## src/rtl/sprite_line_fetcher.sv

```systemverilog
// Sprite line fetcher: during horizontal blanking, copies one 1bpp sprite row from a byte-wide
// ROM into a local line buffer. During the active line it serves scaled, positioned and
// optionally mirrored pixels from that buffer, with one cycle of latency.
module sprite_line_fetcher #(
  parameter int unsigned SPR_W      = 64,
  parameter int unsigned SPR_H      = 64,
  parameter int unsigned SCALE_LOG2 = 1,
  parameter int unsigned COORD_W    = 10,
  parameter int unsigned ADDR_W     = 9
) (
  input  logic               clk,
  input  logic               rst_n,
  input  logic               line_start_i,
  input  logic [COORD_W-1:0] next_y_i,
  input  logic [COORD_W-1:0] hpos_i,
  input  logic [COORD_W-1:0] spr_x_i,
  input  logic [COORD_W-1:0] spr_y_i,
  input  logic               flip_x_i,
  input  logic               flip_y_i,
  output logic [ADDR_W-1:0]  rom_addr_o,
  input  logic [7:0]         rom_data_i,
  output logic               pixel_o,
  output logic               fetch_busy_o
);

  localparam int unsigned Bytes = SPR_W / 8;
  localparam int unsigned BW    = (Bytes > 1) ? $clog2(Bytes) : 1;
  localparam int unsigned IW    = $clog2(SPR_W);
  localparam int unsigned DW    = COORD_W + 1;

  typedef enum logic [1:0] {StIdle, StFetch, StDrain} state_e;

  state_e            state_q, state_d;
  logic [BW-1:0]     idx_q, idx_d;
  logic [ADDR_W-1:0] rom_addr_q, rom_addr_d;
  logic              busy_q, busy_d;
  logic              row_valid_q, row_valid_d;
  logic              flip_x_q, flip_x_d;
  logic              cap_en_q, cap_en_d;
  logic [BW-1:0]     cap_idx_q, cap_idx_d;
  logic              pixel_q, pixel_d;
  logic [SPR_W-1:0]  buf_q;

  logic [DW-1:0]     dy, row, row_sel;
  logic              hit;
  logic [ADDR_W-1:0] base_addr;

  // Row selection for the upcoming scanline; only consumed on line_start.
  always_comb begin
    dy        = {1'b0, next_y_i} - {1'b0, spr_y_i};
    row       = dy >> SCALE_LOG2;
    hit       = ~dy[DW-1] && (row < DW'(SPR_H));
    row_sel   = flip_y_i ? (DW'(SPR_H - 1) - row) : row;
    base_addr = ADDR_W'(32'(row_sel) * Bytes);
  end

  // Fetch sequencer: a new line_start always wins and restarts (or cancels) the fetch.
  always_comb begin
    state_d     = state_q;
    idx_d       = idx_q;
    rom_addr_d  = rom_addr_q;
    busy_d      = busy_q;
    row_valid_d = row_valid_q;
    flip_x_d    = flip_x_q;
    cap_en_d    = 1'b0;
    cap_idx_d   = idx_q;

    if (line_start_i) begin
      row_valid_d = 1'b0;
      flip_x_d    = flip_x_i;
      if (hit) begin
        state_d    = StFetch;
        idx_d      = '0;
        rom_addr_d = base_addr;
        busy_d     = 1'b1;
      end else begin
        state_d = StIdle;
        busy_d  = 1'b0;
      end
    end else begin
      unique case (state_q)
        StFetch: begin
          // The byte addressed this cycle arrives next cycle; remember where it goes.
          cap_en_d  = 1'b1;
          cap_idx_d = idx_q;
          if (idx_q == BW'(Bytes - 1)) begin
            state_d = StDrain;
          end else begin
            idx_d      = idx_q + BW'(1);
            rom_addr_d = rom_addr_q + ADDR_W'(1);
          end
        end
        StDrain: begin
          state_d     = StIdle;
          row_valid_d = 1'b1;
          busy_d      = 1'b0;
        end
        default: begin
          state_d = StIdle;
        end
      endcase
    end
  end

  logic [DW-1:0] dx, col;
  logic [IW-1:0] col_idx, col_sel;
  logic          col_in;

  // Pixel lookup for the current beam column; masked while the buffer is being refilled.
  always_comb begin
    dx      = {1'b0, hpos_i} - {1'b0, spr_x_i};
    col     = dx >> SCALE_LOG2;
    col_in  = ~dx[DW-1] && (col < DW'(SPR_W));
    col_idx = col[IW-1:0];
    col_sel = flip_x_q ? (IW'(SPR_W - 1) - col_idx) : col_idx;
    pixel_d = row_valid_q & ~busy_q & col_in & buf_q[col_sel];
  end

  // Control and output registers.
  always_ff @(posedge clk or negedge rst_n) begin
    if (!rst_n) begin
      state_q     <= StIdle;
      idx_q       <= '0;
      rom_addr_q  <= '0;
      busy_q      <= 1'b0;
      row_valid_q <= 1'b0;
      flip_x_q    <= 1'b0;
      cap_en_q    <= 1'b0;
      cap_idx_q   <= '0;
      pixel_q     <= 1'b0;
    end else begin
      state_q     <= state_d;
      idx_q       <= idx_d;
      rom_addr_q  <= rom_addr_d;
      busy_q      <= busy_d;
      row_valid_q <= row_valid_d;
      flip_x_q    <= flip_x_d;
      cap_en_q    <= cap_en_d;
      cap_idx_q   <= cap_idx_d;
      pixel_q     <= pixel_d;
    end
  end

  // Line buffer needs no reset: row_valid masks its contents until a full row has landed.
  always_ff @(posedge clk) begin
    if (cap_en_q) begin
      buf_q[{cap_idx_q, 3'b000} +: 8] <= rom_data_i;
    end
  end

  assign rom_addr_o   = rom_addr_q;
  assign fetch_busy_o = busy_q;
  assign pixel_o      = pixel_q;

endmodule

```

## config.mk

```make
export PLATFORM = sky130hd
export DESIGN_NAME = sprite_line_fetcher
export DESIGN_NICKNAME = d
export VERILOG_FILES = /design/src/rtl/sprite_line_fetcher.sv
export SDC_FILE = /design/constraint.sdc
export NUM_CORES = 1
export LEC_CHECK = 0
export BUFFER_PORTS_ARGS = -buffer_cell sky130_fd_sc_hd__buf_4
export CORE_MARGIN = 5
export CORE_UTILIZATION = 46
export DETAILED_ROUTE_END_ITERATION = 8
export PLACE_DENSITY = 0.66
export SETUP_SLACK_MARGIN = 0.1
export SYNTH_ARGS = -nofsm -noshare
export SYNTH_HDL_FRONTEND = slang
export SYNTH_SLANG_ARGS = --single-unit
```

## constraint.sdc

```tcl
create_clock -name clk -period 3.4 [get_ports clk]
set_input_delay 0.68 -clock clk [delete_from_list [all_inputs] [get_ports clk]]
set_output_delay 0.68 -clock clk [all_outputs]
set_load 0.02 [all_outputs]
```

==> Yosys cells after proc, flatten, opt, wreduce, memory -nomap -nowiden <==
Index checks and enable logic that the tools add are counted.
{ "op_classes": {"eq_ne": 6, "bitwise_logic": 6, "n_reduce_logical": 5, "magnitude_cmp": 3, "add_sub_neg": 7, "shift": 2, "mux": 24} }
{ "op_table": {"columns": ["operator", "count"], "rows": [
  ["$bwmux W64", 1],
  ["$shift A8 B8 Y64 const A", 1],
  ["$shiftx A8 B8 Y64", 1],
  ["$mux W9", 4],
  ["$sub A10 B10 Y11", 2],
  ["$lt A10 B7 Y1 const B", 2],
  ["$mux W3", 4],
  ["$mux W6", 2],
  ["$sub A6 B6 Y6 const A", 2],
  ["$add A9 B1 Y9 const B", 1],
  ["$mux W1", 9],
  ["$neg A6 Y8", 1],
  ["$lt A6 B7 Y1 const B", 1],
  ["$bmux W1 S6", 1],
  ["$mux W2", 3],
  ["$reduce_bool A2 Y1", 2],
  ["$add A3 B1 Y3 const B", 1],
  ["$and A1 B1 Y1", 3],
  ["$eq A3 B3 Y1 const B", 1],
  ["$ne A3 B3 Y1 const B", 1],
  ["$not A1 Y1", 3],
  ["$reduce_and A3 Y1", 1],
  ["$eq A2 B1 Y1 const B", 1],
  ["$eq A2 B2 Y1 const B", 1],
  ["3 further kinds", 4]
]} }
{ "totals": {"reg_bits": 86, "output_inout_bits": 11, "elab_cells": 63, "inputBits": 53} }

==> Depth between registers and ports, before layout <==
Gate-level depths: netlist of run 1.
{ "logic_depth": {"word_depth": 6, "ltp_mapped": 10, "ltp_nobuf": 10} }

==> Least setup slack after synthesis of run 1 <==
No wires, ideal clock.
{ "synth_path": {"path_kind": "input -> register", "from": "input hpos_i[0]", "to": "register pixel_q, in the netlist pixel_o", "t_arrival_ns": 3.041, "path_buffers": 1, "setup_ns": 0.126, "required_ns": 3.274, "path_slack_ns": 0.233, "cell_stages": 9, "path_cell_list": "nand2b_1 fa_1 xor2_4 buf_6 mux4_2 a311oi_1 a211oi_1 a211oi_1 nor4_1"} }
{ "synth_via": {"elab_chain_cells": 6, "word_cells_on_any_way": 10, "cone_classes": "2 x add/sub; 1 x order compare; 3 x mux; 3 x bitwise; 1 x reduce/logical"} }
{ "synth_rtl": {"columns": ["element", "line_no", "source"], "rows": [
  ["from (decl)", "15", "input logic [COORD_W-1:0] hpos_i,"],
  ["$sub A10 B10 Y11 *", "111", "dx = {1'b0, hpos_i} - {1'b0, spr_x_i};"],
  ["$sub A6 B6 Y6", "115", "col_sel = flip_x_q ? (IW'(SPR_W - 1) - col_idx) : col_idx;"],
  ["$mux W6", "115", null],
  ["$bmux W1 S6", "116", "pixel_d = row_valid_q & ~busy_q & col_in & buf_q[col_sel];"],
  ["$mux W1 (not written as such)", "116", null],
  ["$and A1 B1 Y1 *", "116", null],
  ["via pixel_d", "41", "logic pixel_q, pixel_d;"],
  ["to (signal assigned)", "140", "pixel_q <= pixel_d;"],
  ["to (decl)", "41", null]
]} }
Mark *: on every way through the listed nets, which the timed path passes. The rest lies on a longest branch. The select of a mux whose other input is x is not followed.
A chain may end at the register's enable or synchronous reset.

==> Worst setup path after layout of run 1 <==
Ends and elaborated chain as after synthesis.

==> results by stage, run 1 <==
Clock tree:
- The total of hold buffers inserted after clock tree synthesis is 0.
- The worst-case clock buffer depth is 2.
- The clock-pin slew on the worst setup and hold paths is 0.09 ns.
- The CTS tree is yes.
- The number of gates resized after CTS was 0.
- Clock tree synthesis selected as its root buffer the cell sky130_fd_sc_hd__clkbuf_8.
- The total number of clock tree sinks is 86.
- In this run the number of H-tree levels came out at 3.
- The post-CTS setup buffer count is 0.
- The number of buffers created by CTS is 9.
- The later pin in the worst-skew pair is clocked with a latency of 0.35 ns.

STA:
- The clock tree skew after final layout is 0.00798 ns.
- The clock period minus final worst setup slack is 3.02 ns.
- The final total negative setup slack is 0 ns.
- The final-report setup violation count is 0.
- The peak clock frequency supported by timing is 331 MHz.
- The total count of max-transition violations in the final report is 0.
- The worst slew margin relative to its limit is 51.8%.
- The number of hold violations in the final report is 0.
- The share of the cycle needed by the critical path after routing is 88.8%.
- Setup repair after global routing left no endpoint under its margin.
- The actual transition at the worst max-transition pin is 0.721 ns.

Placement:
- Routability-driven placement finished with a final weighted congestion of 0.823.
- The HPWL after detailed placement is 8230 um.
- The number of port buffers is 63.
- The number of placed instances with taps included is 621.

Drt:
- The detail route stage leaves a number of antenna-violating nets equal to 0.
- The total routed wirelength is 10700 um.
- The first routing iteration left 180 violations.
- For this run, the detailed router's first-pass iteration total came to 4.
- The routed length per instance is 16.8 um.
- In the routed design, unresolved DRC markers number 0.
- The overall via count from detail_route is 3422.
- The via count normalized by instance count is 5.37.

Layout:
- The layout net count is 570.
- The register cell area after layout is 2470 um^2.
- The number of standard cells in the final layout excluding fillers is 637.
- The fraction of layout cells with a size suffix above 1 is 24.5%.
- The multi-input combinational cell area is 2390 um^2.
- The area growth from synthesis to layout is 17.8%.
- Fill cells in the final layout number 927.
- The repair_antennas step left the layout with diodes totalling 0.

Pwr:
- The share of power burned in combinational logic is 33.1%.
- Summed over all cells, the static leakage comes to 2.46 nW.
- Of the total power, registers draw 42.7%.
- The power spent charging and discharging nets is 0.00101 W.
- Cell internal power was estimated by the tool at 0.00203 W.
- The cell area power density is 516 nW/um^2.
- Net switching is 33.2% of the power.
- The clock network accounts for 24.1% of the total power.
- VDD sags by at most 0.000397 V.

Critical path:
- The worst setup path is launched from a primary input.
- The data required time of the worst path is 3.63 ns.
- The worst setup path is of the primary input to flop kind.
- For the worst setup path, the data arrival time is 3.25 ns.
- The biggest fanout along the worst timing path is 9.
- The endpoint type of the worst setup path is a flop.
- The flop-to-flop setup slack is 0.60 ns.

Floorplanning:
- The horizontal die dimension is 114 um.
- The initial cell density of the core is 46.6%.
- The cell row count is 38.
- The area of the core is 10700 um^2.
- The floorplan die height is 114 um.
- In this run the count of I/O pins placed on the die edge is 64.
- The floorplan step defined a die boundary enclosing 13100 um^2.

Synthesis:
- The netlist uses 53 different library cells.
- The number of flops mapped to enable cells by yosys is 64.
- After synthesis, the share of flip-flops with an asynchronous set or reset is 25.6%.
- Synthesis produced a netlist with a net count of 493.
- Summing every instance area after synthesis gives 5010 um^2.
- Synthesis produced a netlist whose cell count is 415.
- The dominant combinational cell family by area after synthesis is simple AND/OR/NAND/NOR gates.
- The number of warnings issued by yosys is 0.
- After synthesis, flip-flops and latches occupy 49.4% of the total area.
- The flip-flop and latch count after synthesis is 86.
- The multiplexer area fraction after synthesis is 9.82%.
- After Yosys synthesis, XOR and XNOR cells account for 4.87% of the synthesized area.
- Summing the areas of all compound-gate instances in the mapped netlist gives 8.62% of the synthesized area.
- The average cell area after synthesis is 12.1 um^2.
- The synthesized netlist devotes 17.8% of its cell area to simple gates.
- The main flop type after synthesis is sky130_fd_sc_hd__edfxtp_1.
- After Yosys synthesis, full adders, half adders and majority gates account for 6.55% of the synthesized area.

Global routing:
- For this run the aggregate overflow at the end of global routing stands at 0.
- The pin count of the biggest net entering global routing is 23.
- The wire length of the first global-routing pass is 17400 um.
- The initial antenna violation count is 0.
- In the global route stage, overall resource usage came out at 17.2%.
- The number of global-route vias before repair came to 3447.

Run:
- The total of max-cap violations is 0.

Hold path:
- The class of the tightest hold or removal check is primary input to async pin.

Run status:
- The run finished with clean final reports.
[metrics by stage]
stage          util [%]  cell area (um^2)  hold slack (ns)  power [W]  setup WS, ns
6_report           54.9              5900            0.203    0.00304         0.380
5_1_grt            54.9              5900            0.194    0.00323         0.221
4_1_cts            54.9              5900            0.196    0.00306         0.361
3_5_place_dp       53.0              5700            0.398    0.00233        0.0218
3_3_place_gp       53.0              5700            0.397    0.00231         0.108
2_1_floorplan         -              5010            0.378    0.00201         0.233
[worst paths after layout]
kind / from / endpoint / cells past startpoint
setup / recovery: hpos_i[0] / pixel_o / 10
hold / removal: rst_n / rom_addr_o[2] / 1
setup reg to reg: cap_idx_q[0] / buf_q[20] / 8
hold reg to reg: idx_q[2] / cap_idx_q[2] / 0
max in group asynchronous: rst_n / pixel_o / 1
min in group clk: idx_q[2] / cap_idx_q[2] / 0
[placed cells by master (no fill, tap or decap), types with 10 or more instances in the layout]
master	instances
sky130_fd_sc_hd__dfrtp_1	22
sky130_fd_sc_hd__and2_1	47
sky130_fd_sc_hd__xor2_1	10
sky130_fd_sc_hd__buf_4	76
sky130_fd_sc_hd__nand2_1	16
sky130_fd_sc_hd__xnor2_1	12
sky130_fd_sc_hd__a21oi_1	13
sky130_fd_sc_hd__nor2_1	31
sky130_fd_sc_hd__inv_1	24
sky130_fd_sc_hd__mux4_2	14
sky130_fd_sc_hd__and3_1	15
sky130_fd_sc_hd__ha_1	23
sky130_fd_sc_hd__nor3_1	13
sky130_fd_sc_hd__edfxtp_1	64
[per-layer routing]
layer	track usage (%)	up-vias	wire length, um
met5	0	-	0
met4	5.15	0	172
met3	3.17	13	634
met2	28.8	79	5260
met1	23.0	1642	4650
li1	-	1688	-
[final cells by class]
| cell class | count | area share [%] |
|---|---|---|
| Sequential cell | 86 | 41.9 |
| Multi-Input combinational cell | 295 | 40.5 |
| Timing Repair Buffer | 76 | 9.67 |
| Tap cell | 140 | 2.97 |
| Clock buffer | 9 | 2.10 |
| Inverter | 24 | 1.53 |
| Clock inverter | 7 | 1.34 |
[Yosys cell counts, drive strengths merged, types with 6 or more instances]
| cell | instances | area [um^2] |
|---|---|---|
| a21o | 9 | 70.1 |
| a21oi | 13 | 65.1 |
| and2 | 47 | 294 |
| and3 | 15 | 93.8 |
| clkbuf | 6 | 22.5 |
| dfrtp | 22 | 551 |
| edfxtp | 64 | 1920 |
| ha | 23 | 288 |
| inv | 24 | 90.1 |
| mux2i | 9 | 90.1 |
| mux4 | 16 | 368 |
| nand2 | 16 | 60.1 |
| nand2b | 7 | 43.8 |
| nand3 | 7 | 35.0 |
| nor2 | 31 | 116 |
| nor3 | 13 | 65.1 |
| nor3b | 8 | 60.1 |
| o21ai | 6 | 33.8 |
| xnor2 | 12 | 105 |
| xor2 | 11 | 115 |
[worst max-delay path: stages]
cell	delay, ns
sky130_fd_sc_hd__buf_4	0.11
sky130_fd_sc_hd__nand2b_1	0.16
sky130_fd_sc_hd__fa_1	0.60
sky130_fd_sc_hd__xor2_4	0.25
sky130_fd_sc_hd__buf_4	0.27
sky130_fd_sc_hd__mux4_2	0.55
sky130_fd_sc_hd__mux2i_1	0.16
sky130_fd_sc_hd__mux2i_1	0.10
sky130_fd_sc_hd__a211oi_1	0.28
sky130_fd_sc_hd__nor4_1	0.08
[cells by family (layout without fill, tap and decap cells)]
group	Yosys count	after routing
XOR/XNOR	24	24
AO/OA/AOI/OAI	58	58
multiplexers	28	28
AND/OR/NAND/NOR	160	160
buffers and inverters	34	116
flip-flops	86	86
adder cells (fa/ha/maj)	25	25
[registers in the layout, summed over array words and instances, names as in the netlist]
signal	cells
row_valid_q	1
rom_addr_o	9
cap_idx_q	3
pixel_o	1
idx_q	3
buf_q	64
flip_x_q	1
state_q	2
cap_en_q	1
fetch_busy_o	1
[power by group through the flow]
| stage | combinational, W | clock (W) | sequential (W) |
|---|---|---|---|
| 2_1_floorplan | 0.000685 | 0 | 0.00133 |
| 3_3_place_gp | 0.000985 | 0 | 0.00132 |
| 3_5_place_dp | 0.00101 | 0 | 0.00132 |
| 4_1_cts | 0.00102 | 0.000747 | 0.00130 |
| 5_1_grt | 0.00112 | 0.000798 | 0.00132 |
| 6_report | 0.00101 | 0.000734 | 0.00130 |
Power figures use the tool's default switching activity.
==> inputs of run 2 (changes only) <==
CELL_PAD_IN_SITES_DETAIL_PLACEMENT = 1   (was default)
CELL_PAD_IN_SITES_GLOBAL_PLACEMENT = 1   (was default)
CORE_ASPECT_RATIO = 1.1   (was default)
PLACE_DENSITY = default   (was 0.66)
PLACE_DENSITY_LB_ADDON = 0.1   (was default)
==> run 2 against run 1 <==
Compared with the run above:
- combinational power increased by 6%
- worst hold slack improved by 0.028 ns
- final cell count is 1.3% higher
- die area is essentially flat
- sequential share of layout area down 0.59 points
- clock power is 22% higher
- critical endpoint unchanged
==> results by stage, run 2 (same netlist as run 1, synthesis figures left out) <==
Run status:
- Status: completed (unchanged).

Clock tree:
- The insertion delay of the later-clocked pin in the worst-skew pair came to 0.34 ns (was 0.35 ns).
- The clock-pin slew on the worst setup and hold paths is 0.06 ns (was 0.09 ns).
- The number of buffers created by CTS is 9 (unchanged).
- The post-CTS setup buffer count is 0 (unchanged).
- The cell chosen for the clock root is sky130_fd_sc_hd__clkbuf_16 (was sky130_fd_sc_hd__clkbuf_8).
- The CTS tree is yes (unchanged).
- The worst-case clock buffer depth came to 2 (unchanged).
- The total number of H-tree levels is 3 (unchanged).
- The total number of clock tree sinks is 86 (unchanged).

Placement:
- The number of port buffers was 63 (unchanged).
- The routability congestion estimate was 0.808 (was 0.823).
- The final HPWL from detailed placement is 9210 um (was 8230 um).
- The area after detailed placement is 5710 um^2 (was 5700 um^2).

STA:
- The final total negative setup slack is 0 ns (unchanged).
- The worst hold slack across all endpoints was 0.231 ns (was 0.203 ns).
- The final-report setup violation count was 0 (unchanged).
- The worst slew margin relative to its limit is 57.1% (was 51.8%).
- The total count of max-transition violations in the final report is 0 (unchanged).
- The actual transition at the worst max-transition pin is 0.642 ns (was 0.721 ns).
- RSZ-0062 raised after global routing: false (unchanged).
- The clock period minus final worst setup slack is 3.11 ns (was 3.02 ns).
- The number of hold violations in the final report is 0 (unchanged).
- The peak clock frequency supported by timing was 322 MHz (was 331 MHz).
- The clock tree skew after final layout came to 0.00889 ns (was 0.00798 ns).
- The share of the cycle needed by the critical path after routing came to 91.4% (was 88.8%).

Drt:
- The routed length per instance is 18.7 um (was 16.8 um).
- The number of search-and-repair iterations in the first detailed-routing pass came to 4 (unchanged).
- The via count normalized by instance count is 5.46 (was 5.37).
- The overall via count from detail_route is 3522 (was 3422).
- The remaining design rule violation count is 0 (unchanged).
- The number of DRC markers in iteration 0 is 186 (was 180).
- The total routed wirelength is 12100 um (was 10700 um).
- The count of antenna-violating nets left after detailed routing is 0 (unchanged).

Critical path:
- The depth of the worst register-to-register path is 7 (was 8).
- The category of the critical setup timing path is primary input to flop (unchanged).
- The biggest fanout along the worst timing path was 6 (was 9).
- The data required time of the worst path is 3.61 ns (was 3.63 ns).
- The data arrival time of the worst path was 3.32 ns (was 3.25 ns).
- The endpoint type of the worst setup path is a flop (unchanged).
- The startpoint type of the worst setup path is a primary input (unchanged).

Global routing:
- The global router's overall resource usage came to 19.3% (was 17.2%).
- The pin count of the biggest net entering global routing is 23 (unchanged).
- The wire length of the first global-routing pass came to 19200 um (was 17400 um).
- The initial antenna violation count is 0 (unchanged).
- The number of global-route vias before repair is 3790 (was 3447).
- The total congestion overflow after global routing was 0 (unchanged).

Layout:
- The flip-flop count of the largest register after layout was 64 (unchanged).
- The layout net count is 571 (was 570).
- The antenna diode count is 0 (unchanged).
- The leading cell type in the layout, fill and taps excluded is sky130_fd_sc_hd__buf_4 (unchanged).
- The register ranked first by flip-flop count was buf_q (unchanged).
- The layout-stage area growth over the synthesis result was 19.5% (was 17.8%).
- The post-layout instance area is 5980 um^2 (was 5900 um^2).
- The number of fill cells came to 1172 (was 927).
- The fraction of layout cells with a size suffix above 1 is 24.3% (was 24.5%).
- Commonest cells after routing, fill and taps aside: sky130_fd_sc_hd__buf_4 (76), sky130_fd_sc_hd__edfxtp_1 (64), sky130_fd_sc_hd__and2_1 (47), sky130_fd_sc_hd__nor2_1 (31), sky130_fd_sc_hd__inv_1 (24) (unchanged).

Floorplanning:
- The area of the core is 10800 um^2 (was 10700 um^2).
- The floorplan die height is 119 um (was 114 um).
- The horizontal die dimension is 109 um (was 114 um).
- The initial cell density of the core is 46.3% (was 46.6%).
- The I/O pin count came to 64 (unchanged).
- The die area came to 13100 um^2 (about the same).
- The cell row count is 40 (was 38).

Pwr:
- The cell area power density was 543 nW/um^2 (was 516 nW/um^2).
- The peak supply drop was 0.000331 V (was 0.000397 V).
- The standby leakage power is 2.49 nW (was 2.46 nW).

Run:
- The total of max-cap violations was 0 (unchanged).

Hold path:
- The class of the tightest hold or removal check was primary input to async pin (unchanged).
run 2: power by group:
part	total [W]	internal [W]	switching [W]
Clock	0.000892	0.000492	0.000400
Combinational	0.00107	0.000483	0.000586
Sequential	0.00128	0.00121	0.0000709
run 2: final cells by class:
type	instances	area, um^2	share of cell area, %
clock inverter	6	37.5	0.627
multi-input combinational	295	2390	39.9
timing repair buffer	77	582	9.73
tap	147	184	3.07
clock buffer	10	229	3.83
sequential	86	2470	41.3
inverter	24	90.1	1.51
run 2: stage by stage:
| stage | util, % | power [W] | cells | setup WS, ns |
|---|---|---|---|---|
| CTS | 55.3 | 0.00327 | 645 | 0.223 |
| global route | 55.3 | 0.00343 | 645 | 0.116 |
| detailed placement | 52.8 | 0.00237 | 629 | -0.120 |
| finish | 55.3 | 0.00325 | 645 | 0.292 |
| global placement | 52.8 | 0.00233 | 629 | 0.0122 |
| floorplan | - | 0.00201 | 415 | 0.233 |
run 2: metal layers:
metal | part of all wire (%) | vias up | track usage (%) | routed length, um
li1 | - | 1684 | - | -
met1 | 42 | 1763 | 24.4 | 5100
met2 | 53 | 62 | 33.6 | 6360
met3 | 3.7 | 13 | 3.25 | 443
met4 | 1.5 | 0 | 5.22 | 186
met5 | 0 | - | 0 | 0
run 2: path summary, 6_finish.rpt:
path / end / from / slack (ns)
min: rom_addr_o[2] / rst_n / 0.23
max: pixel_o / hpos_i[0] / 0.29
max in group asynchronous: idx_q[0] / rst_n / 2.93
min reg2reg: cap_idx_q[1] / idx_q[1] / 0.42
min in group clk: cap_idx_q[1] / idx_q[1] / 0.42
max reg2reg: pixel_o / flip_x_q / 0.83
run 2: what timing repair did:
| action | 4_1_cts | 5_1_grt |
|---|---|---|
| endpoints found under the setup margin | 0 | 1 |
| hold buffers | 0 | 0 |
| resized for setup | 0 | 1 |
| endpoints found under the hold margin | 0 | 0 |
run 2: worst max-delay path: stages:
cell                       delay (ns)
sky130_fd_sc_hd__buf_4           0.10
sky130_fd_sc_hd__nand2b_1        0.16
sky130_fd_sc_hd__fa_1            0.59
sky130_fd_sc_hd__xor2_4          0.32
sky130_fd_sc_hd__mux4_1          0.59
sky130_fd_sc_hd__a21boi_0        0.14
sky130_fd_sc_hd__a311oi_1        0.27
sky130_fd_sc_hd__a211oi_1        0.10
sky130_fd_sc_hd__a211oi_1        0.27
sky130_fd_sc_hd__nor4_1          0.09
==> inputs of run 3 (changes only) <==
ABC_AREA = 1   (was default)
CORE_UTILIZATION = 44   (was 46)
==> run 3 against run 2 <==
Compared with the run above:
- critical path depth grew 7
- synthesized cell count grew 70%
- synthesized area grew 8.8%
- first-iteration DRC count grew 44%
- maximum frequency grew 11%
- clock power grew 10%
- sequential power grew 3%
- via count grew 36%
- power grew 10%
- clock-buffer cell count is the same
- global-route usage grew 3.3 points
- largest cell class unchanged
==> results by stage, run 3 <==
Synthesis:
- List of most frequent post-synthesis cells: sky130_fd_sc_hd__nand2_1 (197), sky130_fd_sc_hd__inv_1 (112), sky130_fd_sc_hd__nor2_1 (96) (was sky130_fd_sc_hd__edfxtp_1 (64), sky130_fd_sc_hd__and2_1 (47), sky130_fd_sc_hd__nor2_1 (31)).
- The post-synthesis net count is 784 (was 493).
- The number of warnings issued by yosys is 0 (unchanged).
- The main flop type after synthesis is sky130_fd_sc_hd__edfxtp_1 (unchanged).
- The dominant cell by count in the synthesized netlist is sky130_fd_sc_hd__nand2_1 (was sky130_fd_sc_hd__edfxtp_1).
- The average cell area after synthesis is 7.71 um^2 (was 12.1 um^2).
- The flip-flop and latch count after synthesis came to 86 (unchanged).
- The post-synthesis cell type with the largest combined area is sky130_fd_sc_hd__edfxtp_1 (unchanged).
- The share of the synthesized area in the top cell type was 35.3% (was 38.4%).
- The cell area after synthesis is 5450 um^2 (was 5010 um^2).
- The post-synthesis instance total is 706 (was 415).
- The sequential-to-total area share from yosys stat is 45.4% (was 49.4%).
- The distinct cell type count after synthesis was 40 (was 53).
- Most area-consuming cells after synthesis: sky130_fd_sc_hd__edfxtp_1 (35%), sky130_fd_sc_hd__nand2_1 (14%), sky130_fd_sc_hd__dfrtp_1 (10%) (was sky130_fd_sc_hd__edfxtp_1 (38%), sky130_fd_sc_hd__dfrtp_1 (11%), sky130_fd_sc_hd__mux4_2 (6.3%)).
- The proportion of synthesized flip-flops having asynchronous set or reset is 25.6% (unchanged).
- The number of flops mapped to enable cells by yosys came to 64 (unchanged).

Drt:
- The overall via count from detail_route is 4799 (was 3522).
- The remaining design rule violation count is 0 (unchanged).
- The routed length per instance is 17.0 um (was 18.7 um).
- The total routed wirelength is 15900 um (was 12100 um).
- The number of search-and-repair iterations in the first detailed-routing pass came to 4 (unchanged).
- The count of antenna-violating nets left after detailed routing is 0 (unchanged).
- The number of DRC markers in iteration 0 is 267 (was 186).
- The via count normalized by instance count was 5.14 (was 5.46).

Pwr:
- The standby leakage power came to 3.22 nW (was 2.49 nW).
- The cell area power density is 561 nW/um^2 (was 543 nW/um^2).
- The peak supply drop came to 0.000363 V (was 0.000331 V).
- The total power draw is 0.00357 W (was 0.00325 W).

STA:
- The worst hold slack across all endpoints came to 0.241 ns (was 0.231 ns).
- The peak clock frequency supported by timing is 357 MHz (was 322 MHz).
- The final-report setup violation count is 0 (unchanged).
- RSZ-0062 raised after global routing: false (unchanged).
- The worst slew margin relative to its limit is 55.2% (was 57.1%).
- The number of hold violations in the final report was 0 (unchanged).
- The final total negative setup slack is 0 ns (unchanged).
- The total count of max-transition violations in the final report is 0 (unchanged).
- The clock period minus final worst setup slack is 2.80 ns (was 3.11 ns).
- The actual transition at the worst max-transition pin was 0.670 ns (was 0.642 ns).
- The clock tree skew after final layout is 0.00693 ns (was 0.00889 ns).
- The share of the cycle needed by the critical path after routing is 82.5% (was 91.4%).

Global routing:
- The total congestion overflow after global routing is 0 (unchanged).
- The pin count of the biggest net entering global routing was 41 (was 23).
- The number of global-route vias before repair is 5338 (was 3790).
- The initial antenna violation count was 0 (unchanged).
- The global router's overall resource usage came to 22.6% (was 19.3%).
- The wire length of the first global-routing pass is 26100 um (was 19200 um).

Placement:
- The routability congestion estimate is 0.895 (was 0.808).
- The area after detailed placement is 6080 um^2 (was 5710 um^2).
- The number of port buffers is 63 (unchanged).
- The final HPWL from detailed placement is 11900 um (was 9210 um).

Floorplanning:
- The horizontal die dimension came to 116 um (was 109 um).
- The area of the core is 12100 um^2 (was 10800 um^2).
- The I/O pin count is 64 (unchanged).
- The die area is 14700 um^2 (was 13100 um^2).
- The initial cell density of the core is 45.1% (was 46.3%).
- The cell row count is 42 (was 40).
- The floorplan die height is 127 um (was 119 um).

Critical path:
- The flop-to-flop setup slack came to 0.92 ns (was 0.83 ns).
- The reg-to-reg critical path startpoint is cap_idx_q[0] (was flip_x_q).
- The launch point of the critical path is hpos_i[0] (unchanged).
- The endpoint type of the worst setup path is a flop (unchanged).
- The startpoint type of the worst setup path is a primary input (unchanged).
- The depth of the worst register-to-register path is 7 (unchanged).
- The category of the critical setup timing path is primary input to flop (unchanged).
- The end of the worst register-to-register path is buf_q[53] (was pixel_o).
- The data arrival time of the worst path is 3.03 ns (was 3.32 ns).
- The data required time of the worst path is 3.63 ns (was 3.61 ns).
- The biggest fanout along the worst timing path is 40 (was 6).

Layout:
- The flip-flop count of the largest register after layout is 64 (unchanged).
- The register ranked first by flip-flop count is buf_q (unchanged).
- Commonest cells after routing, fill and taps aside: sky130_fd_sc_hd__nand2_1 (197), sky130_fd_sc_hd__inv_1 (112), sky130_fd_sc_hd__nor2_1 (96), sky130_fd_sc_hd__buf_4 (72), sky130_fd_sc_hd__edfxtp_1 (64) (was sky130_fd_sc_hd__buf_4 (76), sky130_fd_sc_hd__edfxtp_1 (64), sky130_fd_sc_hd__and2_1 (47), sky130_fd_sc_hd__nor2_1 (31), sky130_fd_sc_hd__inv_1 (24)).
- The leading cell type in the layout, fill and taps excluded is sky130_fd_sc_hd__nand2_1 (was sky130_fd_sc_hd__buf_4).
- The antenna diode count is 0 (unchanged).
- The layout net count is 852 (was 571).
- The post-layout instance area was 6370 um^2 (was 5980 um^2).
- The fraction of layout cells with a size suffix above 1 is 13.2% (was 24.3%).
- The final design utilization was 52.7% (was 55.3%).
- The layout-stage area growth over the synthesis result is 16.9% (was 19.5%).

Clock tree:
- The worst-case clock buffer depth is 2 (unchanged).
- The insertion delay of the later-clocked pin in the worst-skew pair is 0.34 ns (about the same).
- The total of hold buffers inserted after clock tree synthesis came to 0 (unchanged).
- The CTS tree is yes (unchanged).
- The post-CTS setup buffer count was 0 (unchanged).
- The clock-pin slew on the worst setup and hold paths is 0.06 ns (about the same).
- The number of buffers created by CTS was 9 (unchanged).
- The number of resized instances in the post-cts repair step was 0 (unchanged).
- The total number of H-tree levels is 3 (unchanged).
- The total number of clock tree sinks is 86 (unchanged).
- The cell chosen for the clock root is sky130_fd_sc_hd__clkbuf_16 (unchanged).

Hold path:
- The class of the tightest hold or removal check was primary input to async pin (unchanged).

Run:
- The total of max-cap violations is 0 (unchanged).

Run status:
- Status: completed (unchanged).
## run 3: per-stage QoR
step | setup slack [ns] | instances
after global routing | 0.315 | 933
after global placement | 0.324 | 917
final | 0.597 | 933
after floorplan | 0.948 | 706
after CTS | 0.565 | 933
after detailed placement | 0.215 | 917
## run 3: routing by layer
metal	wire [um]	track usage, %	vias up
met5	0	0	-
li1	-	-	2363
met3	623	2.72	22
met4	271	6.42	0
met2	8870	43.2	93
met1	6110	25.9	2321
## run 3: how the worst max path moves through the flow
stage          slack (ns)       to  cells past startpoint
2_1_floorplan        0.95  pixel_o                     15
3_3_place_gp         0.32  pixel_o                     17
3_5_place_dp         0.22  pixel_o                     17
4_1_cts              0.57  pixel_o                     17
5_1_grt              0.32  pixel_o                     17
6_report             0.60  pixel_o                     17
## run 3: where the power goes
part	switching, W	total, W	internal [W]
sequential	0.0000857	0.00132	0.00124
clock	0.000413	0.000981	0.000567
combinational	0.000848	0.00127	0.000422
total	0.00135	0.00357	0.00222
## run 3: cell type report
class                      count  area (um^2)
clock inverter                 6         62.6
timing repair buffer          72          541
inverter                     124          470
fill                        1496         5720
tap                          154          193
sequential                    86         2470
clock buffer                  10          229
multi-input combinational    481         2400
## run 3: kinds of logic (layout without fill, tap and decap cells)
logic type | Yosys count | in the layout | synth area share, %
and+or+nand+nor | 386 | 386 | 29.8
AOI/OAI and AO/OA | 52 | 52 | 5.35
xor gates and xnor gates | 18 | 18 | 2.89
adders and majority gates | 25 | 25 | 6.02
DFF | 86 | 86 | 45.4
buffers and inverters | 139 | 212 | 10.5
## run 3: worst max-delay path, stage by stage
cell	delay, ns
sky130_fd_sc_hd__buf_4	0.11
sky130_fd_sc_hd__inv_1	0.04
sky130_fd_sc_hd__nand2_1	0.09
sky130_fd_sc_hd__fa_1	0.58
sky130_fd_sc_hd__nand2_2	0.13
sky130_fd_sc_hd__nand2_2	0.54
sky130_fd_sc_hd__nand2_1	0.12
sky130_fd_sc_hd__nand2_1	0.12
sky130_fd_sc_hd__clkinv_1	0.07
sky130_fd_sc_hd__nand2_1	0.07
sky130_fd_sc_hd__nand3_1	0.07
sky130_fd_sc_hd__nand3_1	0.09
sky130_fd_sc_hd__nand3_1	0.07
sky130_fd_sc_hd__nand2_1	0.08
sky130_fd_sc_hd__nand2_1	0.05
sky130_fd_sc_hd__nand2_1	0.07
sky130_fd_sc_hd__nor2_1	0.04
